File: src/rtl/operand_stack_spill.sv
// Operand stack: DEPTH resident entries in a circular buffer, spills to / refills from data memory.
// Define STACK_BG_FILL_EN to refill in the background on idle cycles while the buffer is under half full.
module operand_stack_spill #(
  parameter int unsigned DBITS       = 32,
  parameter int unsigned ABITS       = 32,
  parameter int unsigned DEPTH       = 8,
  parameter logic [ABITS-1:0] SPILL_BASE = 32'h0000_1000,
  parameter int unsigned SPILL_WORDS = 1024
) (
  input  logic             clk,
  input  logic             reset_n,
  input  logic             push,
  input  logic             pop,
  input  logic [DBITS-1:0] push_data,
  output logic [DBITS-1:0] top,
  output logic             top_valid,
  output logic             busy,
  output logic [15:0]      count,
  output logic             overflow_err,
  output logic             underflow_err,
  output logic             mem_en,
  output logic             mem_we,
  output logic [ABITS-1:0] mem_addr,
  output logic [DBITS-1:0] mem_din,
  input  logic [DBITS-1:0] mem_dout
);
  localparam int unsigned PW = $clog2(DEPTH);
  localparam int unsigned RW = PW + 1;
  localparam logic [RW-1:0] DEPTH_C = RW'(DEPTH);
  localparam logic [RW-1:0] HALF_C  = RW'(DEPTH / 2);
  localparam logic [15:0]   SWORDS_C = 16'(SPILL_WORDS);

  typedef enum logic {IDLE, FILL} state_e;

  logic [DBITS-1:0] stk_q [DEPTH];
  logic [DBITS-1:0] stk_d [DEPTH];
  logic [PW-1:0]    bp_q, bp_d;
  logic [RW-1:0]    rcnt_q, rcnt_d;
  logic [15:0]      scnt_q, scnt_d;
  state_e           state_q, state_d;
  logic             ovf_q, ovf_d, unf_q, unf_d;
  logic [PW-1:0]    top_idx, wr_idx, fill_idx;
  logic             do_fill;

  assign top_idx  = bp_q + rcnt_q[PW-1:0] - PW'(1);
  assign wr_idx   = bp_q + rcnt_q[PW-1:0];
  assign fill_idx = bp_q - PW'(1);

`ifdef STACK_BG_FILL_EN
  assign do_fill = (state_q == FILL) ||
                   (!push && !pop && (rcnt_q < HALF_C) && (scnt_q != 16'd0));
`else
  assign do_fill = (state_q == FILL);
`endif

  always_comb begin
    stk_d    = stk_q;
    bp_d     = bp_q;
    rcnt_d   = rcnt_q;
    scnt_d   = scnt_q;
    state_d  = state_q;
    ovf_d    = ovf_q;
    unf_d    = unf_q;
    mem_en   = 1'b0;
    mem_we   = 1'b0;
    mem_addr = '0;
    mem_din  = '0;
    if (do_fill) begin
      // Refill slides the bottom pointer down and drops the newest spilled word under it.
      mem_en          = 1'b1;
      mem_addr        = SPILL_BASE + ABITS'(scnt_q) - ABITS'(1);
      stk_d[fill_idx] = mem_dout;
      bp_d            = fill_idx;
      rcnt_d          = rcnt_q + RW'(1);
      scnt_d          = scnt_q - 16'd1;
      state_d         = IDLE;
    end else if (push && (!pop || rcnt_q == '0)) begin
      if (rcnt_q < DEPTH_C) begin
        stk_d[wr_idx] = push_data;
        rcnt_d        = rcnt_q + RW'(1);
      end else if (scnt_q < SWORDS_C) begin
        mem_en      = 1'b1;
        mem_we      = 1'b1;
        mem_addr    = SPILL_BASE + ABITS'(scnt_q);
        mem_din     = stk_q[bp_q];
        stk_d[bp_q] = push_data;
        bp_d        = bp_q + PW'(1);
        scnt_d      = scnt_q + 16'd1;
      end else begin
        ovf_d = 1'b1;
      end
    end else if (push) begin
      stk_d[top_idx] = push_data;
    end else if (pop) begin
      if (rcnt_q == '0) begin
        unf_d = 1'b1;
      end else if (rcnt_q == RW'(1) && scnt_q != 16'd0) begin
        rcnt_d  = '0;
        state_d = FILL;
      end else begin
        rcnt_d = rcnt_q - RW'(1);
      end
    end
  end

  always_ff @(posedge clk) begin
    if (!reset_n) begin
      bp_q    <= '0;
      rcnt_q  <= '0;
      scnt_q  <= '0;
      state_q <= IDLE;
      ovf_q   <= 1'b0;
      unf_q   <= 1'b0;
    end else begin
      stk_q   <= stk_d;
      bp_q    <= bp_d;
      rcnt_q  <= rcnt_d;
      scnt_q  <= scnt_d;
      state_q <= state_d;
      ovf_q   <= ovf_d;
      unf_q   <= unf_d;
    end
  end

  assign top_valid     = (rcnt_q != '0);
  assign top           = top_valid ? stk_q[top_idx] : '0;
  assign busy          = (state_q == FILL);
  assign count         = 16'(rcnt_q) + scnt_q;
  assign overflow_err  = ovf_q;
  assign underflow_err = unf_q;
endmodule

File: config.mk
export PLATFORM = sky130hd
export DESIGN_NAME = operand_stack_spill
export DESIGN_NICKNAME = d
export VERILOG_FILES = /design/src/rtl/operand_stack_spill.sv
export SDC_FILE = /design/constraint.sdc
export NUM_CORES = 1
export LEC_CHECK = 0
export BUFFER_PORTS_ARGS = -buffer_cell sky130_fd_sc_hd__buf_2
export CAP_MARGIN = 25
export CORE_MARGIN = 2
export CORE_UTILIZATION = 30
export DETAILED_ROUTE_END_ITERATION = 8
export GPL_TIMING_DRIVEN = 0
export SYNTH_ARGS = -nofsm -noshare
export SYNTH_HDL_FRONTEND = slang
export SYNTH_SLANG_ARGS = --single-unit
File: constraint.sdc
create_clock -name clk -period 9.59 [get_ports clk]
set_input_delay 0.959 -clock clk [delete_from_list [all_inputs] [get_ports clk]]
set_output_delay 0.959 -clock clk [all_outputs]
set_load 0.02 [all_outputs]
==> impl_metrics.yaml <==
synthesis:
  ys_ff_latch: 282
  syn_nets: 1851
  synthesis.area_um2: 17500
  netlist.area_leader.share: 0.438
  syn-instance-count: 1749
  ys_warn_count: 0
  synth_edf_count: 256
  synthArstFlopShare: 0
  yosys.cell_types.count: 84
  synth_top_cell_by_area: "edfxtp_1"
  synth_area_leaders: "edfxtp_1 44%, o2bb2ai_1 8.0%, nand2_1 4.6%, o22ai_1 4.2%, o21ai_0 3.5%"
  synth-seq-area-share: 0.468
  synth_ff_type: "edfxtp_1"
  synth_area_per_cell_um2: 10.0
worst_setup_path:
  cpPeakStageDelay_ns: 1.07
  path_class: "reg2out"
  cpMaxStageDelayCell: "nor2_1"
  endpoint_kind: "output port"
  rrSetupSlack_ns: 2.64
  timing.rr.start: "rcnt_q[0]$_SDFFE_PN0P_"
  rr_worst_depth: 13
  critical_path_buf_inv_count: 7
  crit_path_start: "rcnt_q[0]$_SDFFE_PN0P_"
  cp_top_family: "buffers and inverters"
  r2r-end: "stk_q[93]$_DFFE_PP_"
  cp.required_ns: 8.63
  start_kind: "flop"
  arrival_ns: 7.26
  cp.depth: 13
  crit_path_end: "top[18]"
  path_common_cell: "clkbuf_1"
  path_max_fanout: 10
  crit_chain: "ha_1 -> buf_2 -> inv_1 -> clkbuf_1 -> clkbuf_1 -> ha_1 -> clkbuf_1 -> clkinv_1 -> nor2_1 -> nand2_1 -> o221ai_1 -> nor3_1 -> buf_2"
layout:
  final_area_um2: 20900
  mostFrequentLayoutCells: "256 x edfxtp_1, 225 x buf_2, 213 x nand2_1"
  regArea_um2: 8210
  syn2layout_area_growth_pct: 19.2
  multi_input_area_um2: 8450
  fin_nets: 2090
  mostFrequentLayoutCell: "edfxtp_1"
  final_layout_size_suffix_gt1_frac: 0.187
  num-fill-cells: 5869
  final_cells: 2778
  finish.utilization: 0.362
clock_network:
  clk_pin_slew_ns: 0.06
  clkLatencyLatePin_ns: 0.58
  cts_num_sinks: 282
  cts_resized: 0
  cts_hold_buf: 0
  htree_levels: 2
  cts_buffers: 34
  cts_tree: "yes"
  root_buffer: "clkbuf_16"
  cts_buffer_depth: 3
  post_cts_buffers: 0
floorplan:
  start_util: 0.303
  die_x_um: 246
  rows: 88
  fp.coreArea_um2: 57800
  io_pins: 186
  die_y_um: 246
  dieArea_um2: 60400
global_route:
  grt_pass1_wl_mm: 123
  grt_pass1_vias: 17345
  met2_usage: 0.413
  grt_use_total: 0.282
  grt_max_degree: 21
  grtUsageMet1: 0.356
  grt_busiest_layer: "met2"
  antenna_found_initial: 3
  use_met3: 0.105
  overflow: 0
pwr:
  power_leakage_nw: 7.28
  ir_drop_v: 0.000196
  power_density_nw_per_um2: 344
  total_power_mw: 7.19
sta:
  max_clock_freq_mhz: 122
  maxSlewHeadroom: 0.156
  min_period_ns: 8.22
  fin_ws_ns: 1.37
  skew_ns: 0.0300
  rsz0062_at_grt: "false"
  hold_slack_ns: 0.465
  post-route-period-util: 0.857
  setup_viol: 0
  slew_viol_final: 0
  tightest_slew_ns: 1.27
  finalHoldViolations: 0
  tns_ns: 0
route:
  drtIter0Drc: 3353
  ant_nets: 0
  vias_per_cell: 6.59
  post_drt_wl_per_cell_um: 31.7
  wl_mm: 88.0
  drc: 0
  drtPass1Iterations: 7
  num_vias: 18299
placement:
  post-place-cells: 2709
  gp_congestion: 0.989
  post-dp-hpwl_mm: 60.2
  portBuffers: 151
  place_area_um2: 19800
  detailedPlace.worstSlack_ns: 2.64
run:
  drv_cap: 0
run_status:
  status: "finished, final reports clean"
min_path:
  hold_class: "reg2reg"
==> cells in the mapped netlist, types with 9 or more instances <==
library cell / number
nor4_1: 30
a211oi_1: 11
o22ai_1: 117
mux2_2: 13
ha_1: 31
nand2_1: 213
nor3_1: 52
xnor2_1: 14
o31ai_1: 9
and3_1: 9
o2bb2ai_1: 161
xor2_1: 13
nor2_1: 55
a21oi_1: 54
edfxtp_1: 256
o221ai_1: 49
inv_1: 19
o311ai_0: 9
buf_2: 73
clkbuf_1: 105
dfxtp_1: 26
mux2i_1: 39
nand3_1: 40
or3_1: 37
a31oi_1: 13
nor2b_1: 14
o21ai_0: 121
==> worst min-delay path: stages, from the launching register on <==
cell and delay (ns):
dfxtp_1 0.32, nor2_1 0.04, nor2_1 0.07
==> power by group <==
group | switching (mW) | internal [mW]
clock | 0.552 | 0.693
combinational | 3.05 | 1.17
sequential | 0.103 | 1.62
==> per-layer routing <==
| metal | up-vias | part of all wire |
|---|---|---|
| met5 | - | 0.00010 |
| li1 | 7385 | - |
| met2 | 1825 | 0.41 |
| met1 | 8635 | 0.36 |
| met4 | 2 | 0.069 |
| met3 | 452 | 0.16 |
==> final cells by class <==
type / instances / share of cell area
inverters: 22 / 0.00395
clock inverters: 17 / 0.00521
diodes: 3 / 0.000359
multi-input cells: 1251 / 0.404
flip-flops and latches: 282 / 0.393
plain buffers: 194 / 0.0410
repair buffers: 203 / 0.0642
well taps: 765 / 0.0458
clock buffers: 41 / 0.0430
==> cell families after synthesis <==
kind of cell	after synthesis	synth area share
AOI/OAI and AO/OA	637	0.261
and+or+nand+nor	489	0.132
buffers and inverters	216	0.0536
adders and majority gates	34	0.0255
DFF	282	0.468
muxes	60	0.0409
xor gates and xnor gates	31	0.0188
==> worst min path at each step <==
stage	from	end	cells after the start
after floorplan	scnt_q[3]$_SDFFE_PN0P_	scnt_q[3]$_SDFFE_PN0P_	2
after global placement	overflow_err$_SDFFE_PN0P_	overflow_err$_SDFFE_PN0P_	2
after detailed placement	overflow_err$_SDFFE_PN0P_	overflow_err$_SDFFE_PN0P_	2
after CTS	overflow_err$_SDFFE_PN0P_	overflow_err$_SDFFE_PN0P_	2
after global routing	overflow_err$_SDFFE_PN0P_	overflow_err$_SDFFE_PN0P_	2
final	overflow_err$_SDFFE_PN0P_	overflow_err$_SDFFE_PN0P_	2
==> flip-flops by register name (all words and copies together) (netlist names) <==
register,cells
rcnt_q,4
underflow_err,1
scnt_q,16
stk_q,256
bp_q,3
overflow_err,1
busy,1
No activity file was read; power rests on OpenSTA's default activity.
